`src/rtl/gray_share_arbiter_if.sv`:
```
// Bundle of requester and result handshake signals for gray_share_arbiter.
// Under GRAY_DECODE_EN the bundle also carries the per-requester direction select req_dir.
interface gray_share_arbiter_if #(
    parameter int NREQ  = 4,
    parameter int WIDTH = 4,
    parameter int IDW   = $clog2(NREQ)
);
    logic [NREQ-1:0]       req_valid;
    logic [NREQ*WIDTH-1:0] req_data;
    logic [NREQ-1:0]       req_ready;
    logic                  out_valid;
    logic [WIDTH-1:0]      out_data;
    logic [IDW-1:0]        out_id;
    logic                  out_ready;
    logic                  busy;
`ifdef GRAY_DECODE_EN
    logic [NREQ-1:0]       req_dir;
`endif

    // The arbiter is the slave; requesters plus the result consumer form the master side.
    modport slave (
`ifdef GRAY_DECODE_EN
        input  req_dir,
`endif
        input  req_valid, req_data, out_ready,
        output req_ready, out_valid, out_data, out_id, busy
    );

    modport master (
`ifdef GRAY_DECODE_EN
        output req_dir,
`endif
        output req_valid, req_data, out_ready,
        input  req_ready, out_valid, out_data, out_id, busy
    );
endinterface

```
`src/rtl/gray_share_arbiter.sv`:
```
// Round-robin arbiter sharing one binary-to-Gray converter among NREQ requesters.
// Define GRAY_DECODE_EN to add per-requester Gray-to-binary conversion selected by req_dir.
module gray_share_arbiter #(
    parameter int NREQ  = 4,
    parameter int WIDTH = 4,
    parameter int IDW   = $clog2(NREQ)
) (
    input  logic                  clk,
    input  logic                  rst_n,
    gray_share_arbiter_if.slave   bus
);

    typedef enum logic [1:0] {IDLE, CONV, HOLD} state_t;

    state_t           state_q;
    logic [IDW-1:0]   ptr_q;
    logic [WIDTH-1:0] data_q;
    logic [IDW-1:0]   id_q;
    logic             out_valid_q;
    logic [WIDTH-1:0] out_data_q;
    logic [IDW-1:0]   out_id_q;
`ifdef GRAY_DECODE_EN
    logic             dir_q;
`endif

    logic [NREQ-1:0]  grant;
    logic [IDW-1:0]   win_id;
    logic [IDW-1:0]   idx;
    logic             found;
    logic [WIDTH-1:0] win_data;
    logic [WIDTH-1:0] conv_d;
    logic [IDW-1:0]   ptr_d;
    logic             take;

    function automatic logic [WIDTH-1:0] to_gray(input logic [WIDTH-1:0] b);
        return b ^ (b >> 1);
    endfunction

    function automatic logic [WIDTH-1:0] to_bin(input logic [WIDTH-1:0] g);
        logic [WIDTH-1:0] r;
        r[WIDTH-1] = g[WIDTH-1];
        for (int i = WIDTH - 2; i >= 0; i--) begin
            r[i] = r[i+1] ^ g[i];
        end
        return r;
    endfunction

    // Grant search starts at ptr and wraps; held low during reset so outputs read all-zero.
    always_comb begin
        grant  = '0;
        win_id = '0;
        idx    = '0;
        found  = 1'b0;
        if (state_q == IDLE && rst_n) begin
            for (int k = 0; k < NREQ; k++) begin
                idx = IDW'((int'(ptr_q) + k) % NREQ);
                if (!found && bus.req_valid[idx]) begin
                    found  = 1'b1;
                    win_id = idx;
                end
            end
            if (found) begin
                grant[win_id] = 1'b1;
            end
        end
    end

    assign take     = |(grant & bus.req_valid);
    assign win_data = bus.req_data[win_id*WIDTH +: WIDTH];
    assign ptr_d    = (int'(id_q) == NREQ - 1) ? '0 : id_q + 1'b1;

`ifdef GRAY_DECODE_EN
    assign conv_d = dir_q ? to_bin(data_q) : to_gray(data_q);
`else
    assign conv_d = to_gray(data_q);
`endif

    // The pointer moves only when a result is consumed, so a grant alone never rotates priority.
    always_ff @(posedge clk or negedge rst_n) begin
        if (!rst_n) begin
            state_q     <= IDLE;
            ptr_q       <= '0;
            data_q      <= '0;
            id_q        <= '0;
            out_valid_q <= 1'b0;
            out_data_q  <= '0;
            out_id_q    <= '0;
`ifdef GRAY_DECODE_EN
            dir_q       <= 1'b0;
`endif
        end else begin
            case (state_q)
                IDLE: begin
                    if (take) begin
                        data_q  <= win_data;
                        id_q    <= win_id;
`ifdef GRAY_DECODE_EN
                        dir_q   <= bus.req_dir[win_id];
`endif
                        state_q <= CONV;
                    end
                end
                CONV: begin
                    out_data_q  <= conv_d;
                    out_id_q    <= id_q;
                    out_valid_q <= 1'b1;
                    state_q     <= HOLD;
                end
                HOLD: begin
                    if (bus.out_ready) begin
                        out_valid_q <= 1'b0;
                        ptr_q       <= ptr_d;
                        state_q     <= IDLE;
                    end
                end
                default: state_q <= IDLE;
            endcase
        end
    end

    assign bus.req_ready = grant;
    assign bus.out_valid = out_valid_q;
    assign bus.out_data  = out_data_q;
    assign bus.out_id    = out_id_q;
    assign bus.busy      = (state_q != IDLE);

endmodule

```
`src/flat_wrapper.sv`:
```
// flat-port wrapper written by rule: the top's interface ports become plain ports
module gray_share_arbiter_flat 
#(
    parameter int NREQ  = 4,
    parameter int WIDTH = 4,
    parameter int IDW   = $clog2(NREQ)
)
  (clk, rst_n, bus_req_valid, bus_req_data, bus_out_ready, bus_req_ready, bus_out_valid, bus_out_data, bus_out_id, bus_busy);
  gray_share_arbiter_if #(.NREQ(NREQ), .WIDTH(WIDTH), .IDW(IDW)) bus_i ();
  input  logic clk;
  input  logic rst_n;
  input wire logic [$bits(bus_i.req_valid)-1:0] bus_req_valid;
  input wire logic [$bits(bus_i.req_data)-1:0] bus_req_data;
  input wire logic [$bits(bus_i.out_ready)-1:0] bus_out_ready;
  output wire logic [$bits(bus_i.req_ready)-1:0] bus_req_ready;
  output wire logic [$bits(bus_i.out_valid)-1:0] bus_out_valid;
  output wire logic [$bits(bus_i.out_data)-1:0] bus_out_data;
  output wire logic [$bits(bus_i.out_id)-1:0] bus_out_id;
  output wire logic [$bits(bus_i.busy)-1:0] bus_busy;
  assign bus_i.req_valid = bus_req_valid;
  assign bus_i.req_data = bus_req_data;
  assign bus_i.out_ready = bus_out_ready;
  assign bus_req_ready = bus_i.req_ready;
  assign bus_out_valid = bus_i.out_valid;
  assign bus_out_data = bus_i.out_data;
  assign bus_out_id = bus_i.out_id;
  assign bus_busy = bus_i.busy;
  gray_share_arbiter #(.NREQ(NREQ), .WIDTH(WIDTH), .IDW(IDW)) u_core (.clk(clk), .rst_n(rst_n), .bus(bus_i));
endmodule
```
`config.mk`:
```
export PLATFORM = sky130hd
export DESIGN_NAME = gray_share_arbiter_flat
export DESIGN_NICKNAME = d
export VERILOG_FILES = /design/src/rtl/gray_share_arbiter_if.sv /design/src/rtl/gray_share_arbiter.sv /design/src/flat_wrapper.sv
export SDC_FILE = /design/constraint.sdc
export NUM_CORES = 1
export LEC_CHECK = 0
export ABC_AREA = 1
export CORE_UTILIZATION = 50
export CTS_BUF_LIST = sky130_fd_sc_hd__clkbuf_4
export DETAILED_ROUTE_END_ITERATION = 8
export PLACE_DENSITY = 0.83
export SYNTH_ARGS = -nofsm -noshare
export SYNTH_HDL_FRONTEND = slang
export SYNTH_SLANG_ARGS = --single-unit
```
`constraint.sdc`:
```
create_clock -name clk -period 4.15 [get_ports clk]
set_clock_uncertainty 0.05 [all_clocks]
set_input_delay 0.83 -clock clk [delete_from_list [all_inputs] [get_ports clk]]
set_output_delay 0.83 -clock clk [all_outputs]
set_load 0.01 [all_outputs]
```
# Word level (Yosys, flattened, before mapping)
# Index checks and enable logic that the tools add are counted.
classes:
  n_reduce_logical: 16
  muxes: 32
  bitwise: 2
  eq_ne: 5
  magnitude_cmp: 6
  n_addsub: 4
  shift: 1
ops:
  columns: ["op", "n"]
  rows:
  - ["2-bit two-way mux", 9]
  - ["16-bit by 5-bit indexed part select with 4-bit output", 1]
  - ["2-bit by 3-bit less-than comparator with 1-bit output, second input constant", 5]
  - ["1-bit two-way mux", 14]
  - ["1-bit binary-select mux with 2-bit select", 4]
  - ["4-bit two-way mux", 2]
  - ["2-bit AND reduction", 4]
  - ["2-bit one-hot mux with 3 select lines", 1]
  - ["1-bit logical AND", 5]
  - ["2-bit by 1-bit adder with 2-bit output, second input constant", 2]
  - ["2-bit adder, second input constant", 2]
  - ["4-bit AND", 1]
  - ["2-bit by 1-bit equality test with 1-bit output, second input constant", 2]
  - ["2-bit nonzero test", 2]
  - ["4-bit OR reduction", 1]
  - ["4-bit by 3-bit XOR with 4-bit output", 1]
  - ["1-bit zero test", 3]
  - ["1-bit demux with 2-bit select", 1]
  - ["2-bit equality test, second input constant", 1]
  - ["2-bit by 1-bit greater-or-equal comparator with 1-bit output, second input constant", 1]
  - ["2-bit zero test", 1]
  - ["2-bit by 1-bit != test with 1-bit output, second input constant", 1]
  - ["2-bit != test, second input constant", 1]
  - ["1-bit one-hot mux with 2 select lines", 1]
word_totals:
  ff_bits: 17
  output_inout_bits: 12

# Depth between registers and ports, before layout
logic_depth:
  depth_word: 26
  depth_mapped: 15
  depth_no_buf: 14

# Least setup slack after synthesis
# Ideal clock, no wire load.
synth_timing:
  path_kind: "input to output"
  startpoint: "input bus_req_valid[3]"
  endpoint: "output bus_req_ready[0]"
  n_path_buf: 0
  path_stages: 9
  arrival_time_ns: 1.900
  required_time_ns: 3.270
  slack_ns: 1.370
  cell_sequence: "inv_1 nand2_2 nand3_1 nand2_1 a21oi_2 nand2_2 a21oi_2 inv_1 nor3_1"
synth_between:
  elab_chain_cells: 22
synth_rtl:
  columns: ["item", "line", "text"]
  rows:
  - ["from (decl)", "flat_wrapper.sv:12", "input wire logic [$bits(bus_i.req_valid)-1:0] bus_req_valid;"]
  - ["1-bit binary-select mux with 2-bit select", "gray_share_arbiter.sv:57", "if (!found && bus.req_valid[idx]) begin"]
  - ["1-bit two-way mux (not written as such)", "gray_share_arbiter.sv:57", null]
  - ["1-bit two-way mux", "gray_share_arbiter.sv:57", null]
  - ["1-bit two-way mux", "gray_share_arbiter.sv:54", "if (state_q == IDLE && rst_n) begin"]
  - ["1-bit zero test", "gray_share_arbiter.sv:57", null]
  - ["1-bit logical AND", "gray_share_arbiter.sv:57", null]
  - ["1-bit two-way mux", "gray_share_arbiter.sv:57", null]
  - ["1-bit two-way mux", "gray_share_arbiter.sv:54", null]
  - ["[6 not listed]", null, null]
  - ["2-bit two-way mux", "gray_share_arbiter.sv:57", null]
  - ["2-bit two-way mux", "gray_share_arbiter.sv:54", null]
  - ["2-bit by 3-bit less-than comparator with 1-bit output (not written as such) or 2-bit by 1-bit greater-or-equal comparator with 1-bit output (tied branches)", "gray_share_arbiter.sv:63", "grant[win_id] = 1'b1;"]
  - ["1-bit logical AND (not written as such)", "gray_share_arbiter.sv:63", null]
  - ["1-bit two-way mux (not written as such)", "gray_share_arbiter.sv:63", null]
  - ["1-bit demux with 2-bit select", null, null]
  - ["4-bit two-way mux (*)", "gray_share_arbiter.sv:62", "if (found) begin"]
  - ["4-bit two-way mux (*)", "gray_share_arbiter.sv:54", null]
  - ["to (decl)", "flat_wrapper.sv:15", "output wire logic [$bits(bus_i.req_ready)-1:0] bus_req_ready;"]
# Every way passes the cells marked *; elsewhere a longest branch is shown, timed or not. The select of a mux whose other input is x is not followed.

# Worst setup path after layout
layout_timing:
  startpoint: "input bus_req_valid[0]"
  endpoint: "output bus_req_ready[0]"
# Same word-level chain as after synthesis.

==> reports/qor.csv <==
stage,metric,value,unit
route,drtAntennaViolNets,0,
power_and_ir_drop,p_leak,0.847,nW
route,routed-via-count,1236,
sta,period_needed,3860,ps
route,drt_pre_antenna_iters,4,
critical_path,startpoint_type,input port,
placement,dp.cells,241,
floorplan,die_w,51.9,um
hold_path,hp-start,u_core.bus.out_data[2],
route,drtIter0Drc,33,
yosys,synth_top_area_share,34.2,%
clock_network,ctsHoldBuffers,0,
yosys,synth.most_common_cell,nand2_1,
floorplan,die_y,51.9,um
sta,rsz0062_at_grt,false,
clock_network,clock_path_buffers,2,
run_status,status,finished clean,
placement,dp_hpwl,2.07,mm
yosys,post_synth_fa_ha_maj_area_fraction,1.01,%
yosys,synth-xor-area-share,2.11,%
placement,io_buffers,34,
route,wl_per_cell,10.6,um
placement,gp_congestion,0.841,
yosys,synth_top_flop_cell,dfrtp_1,
yosys,syn_nets,205,
yosys,ys_seq_elements,17,
global_route,grt_usage,22.5,%
global_route,grt_pass1_vias,1136,
route,drc,0,
global_route,grt_pass1_wl,4.63,mm
clock_network,cts_tree,built,
layout,instances_no_fill,245,
layout,drive_above_1_share,12.4,%
global_route,overflow,0,
yosys,synth-compound-area-share,7.34,%
clock_network,clock_sinks,17,
power_and_ir_drop,powerDensity,726,mW/mm^2
floorplan,fp-row-count,17,
sta,hold_viol,0,
critical_path,required,3270,ps
yosys,yosysUniqueCellTypes,26,
critical_path,worstSetupStartpoint,bus_req_valid[0],
sta,drv_slew,0,
floorplan,initial_core_util,54.7,%
floorplan,io_pins,35,
yosys,yosysTopAreaCell,dfrtp_1,
sta,worst_pin_slew,466,ps
yosys,synthesis.area,0.00124,mm^2
yosys,yosys.area_share.simple,44.5,%
sta,finalSetupViolations,0,
critical_path,r2r-start,u_core.ptr_q[0],
flow_run,maxCapViolations,0,
floorplan,design.core.area,0.00228,mm^2
critical_path,crit_type,in2out,
yosys,synth_area_leaders,"dfrtp_1 (34%), nand2_1 (18%), inv_1 (8.1%)",
layout,syn_to_final_growth,30.9,%
yosys,yosysWarnings,0,
yosys,synth.avg_cell_area,6.88,um^2
route,routed_wl,2.60,mm
clock_network,htreeDepth,1,
layout,num_antenna_cells,0,
yosys,synthArstFlopShare,100,%
yosys,synth_edf_count,0,
clock_network,clkTransAtPathRegs,100,ps
clock_network,insertion_delay,290,ps
sta,max_freq,259,MHz
critical_path,cp-end-kind,primary output,
global_route,grt_max_degree,18,
critical_path,critical_path.max_fanout,10,
sta,finalCritPeriodShare,92.9,%
hold_path,hold_path_class,reg2reg,
clock_network,post_cts.repair.setup_buffers,0,
yosys,synthMuxAreaShare,0,%
yosys,ys_top_cells_by_count,"nand2_1 (59), inv_1 (27), dfrtp_1 (17), nand3_1 (17), nor2_1 (10)",
yosys,synth_top_family_by_area,simple AND/OR/NAND/NOR gates,
yosys,synth-seq-area-share,34.2,%
power_and_ir_drop,ir_drop,0.000393,V
floorplan,die-area,0.00269,mm^2
clock_network,cts-resized-gates,0,
sta,slew_headroom,68.9,%
clock_network,numCtsBuffers,3,
route,viasPerCell,5.04,
clock_network,cts-root-buf,clkbuf_4,
sta,tns,0,ps
layout,nets,242,
yosys,syn_inst,181,
critical_path,crit_arrival,2980,ps
global_route,antenna_found_initial,0,
-- state kept, by name, indices dropped and copies added, names as in the netlist --
register              cells
u_core.state_q            2
u_core.bus.out_data       4
u_core.bus.out_id         2
u_core.ptr_q              2
u_core.id_q               2
u_core.bus.out_valid      1
u_core.data_q             4
-- final cells by class --
type	instances	area [um^2]
Multi-Input combinational cell	132	684
Fill cell	190	647
Sequential cell	17	425
Timing Repair Buffer	35	348
Inverter	29	109
Tap cell	28	35.0
Clock buffer	3	22.5
Clock inverter	1	5.00
-- metrics by stage --
| stage | util [%] | setup WS (ps) | hold WS [ps] | area (um^2) | power (mW) |
|---|---|---|---|---|---|
| after CTS | 71.6 | 305 | 448 | 1630 | 1.19 |
| final | 71.6 | 293 | 444 | 1630 | 1.18 |
| after detailed placement | 70.4 | 330 | 423 | 1600 | 1.10 |
| after global placement | 70.4 | 397 | 404 | 1600 | 1.07 |
| after global routing | 71.6 | 146 | 469 | 1630 | 1.31 |
| after floorplan | - | 1370 | 411 | 1240 | 0.887 |
-- path summary, 6_finish.rpt --
kind / end / slack (ps) / cells past startpoint
setup / recovery: bus_req_ready[0] / 290 / 12
hold / removal: u_core.bus.out_data[2] / 440 / 2
setup reg to reg: u_core.id_q[1] / 1990 / 11
hold reg to reg: u_core.bus.out_data[2] / 440 / 2
max in group asynchronous: u_core.bus.out_id[0] / 3000 / 2
min in group asynchronous: u_core.id_q[1] / 860 / 2
-- critical path, stage by stage --
cell             delay, ps
clkdlybuf4s50_1        490
inv_1                   60
nand2_1                 50
nand2_1                 90
nand2_1                 70
nand2_1                 70
a21oi_2                130
nand2_2                160
a21oi_2                240
inv_1                   80
nor3_1                 140
clkdlybuf4s50_1        560
-- cells in the final DEF, fill, tap and decap left out, drive strengths merged --
cell	count
xnor2	3
clkbuf	3
buf	1
a21boi	1
nand3b	4
o21ai	10
nand4	5
o31ai	1
nor2	12
clkinv	1
inv	29
nand3	21
nand2	70
dfrtp	17
nor3	1
ha	1
a21oi	3
clkdlybuf4s50	34
-- logic make-up after synthesis --
family          after synthesis
fa+ha+maj                     1
flops                        17
compound gates               15
xor+xnor                      3
buf+inv                      32
simple gates                113
-- where the power goes --
part | leakage (nW) | internal [mW] | switching (mW)
combinational | 0.619 | 0.317 | 0.464
clock | 0.0177 | 0.0358 | 0.0502
sequential | 0.210 | 0.245 | 0.0716
total | 0.847 | 0.598 | 0.586
-- metal layers --
metal	track usage (%)	up-vias	routed length, um
li1	-	643	-
met1	27.4	546	1200
met2	39.5	45	1230
met3	2.63	2	153
met4	9.46	0	17
met5	0	-	0
Power figures use the tool's default switching activity.
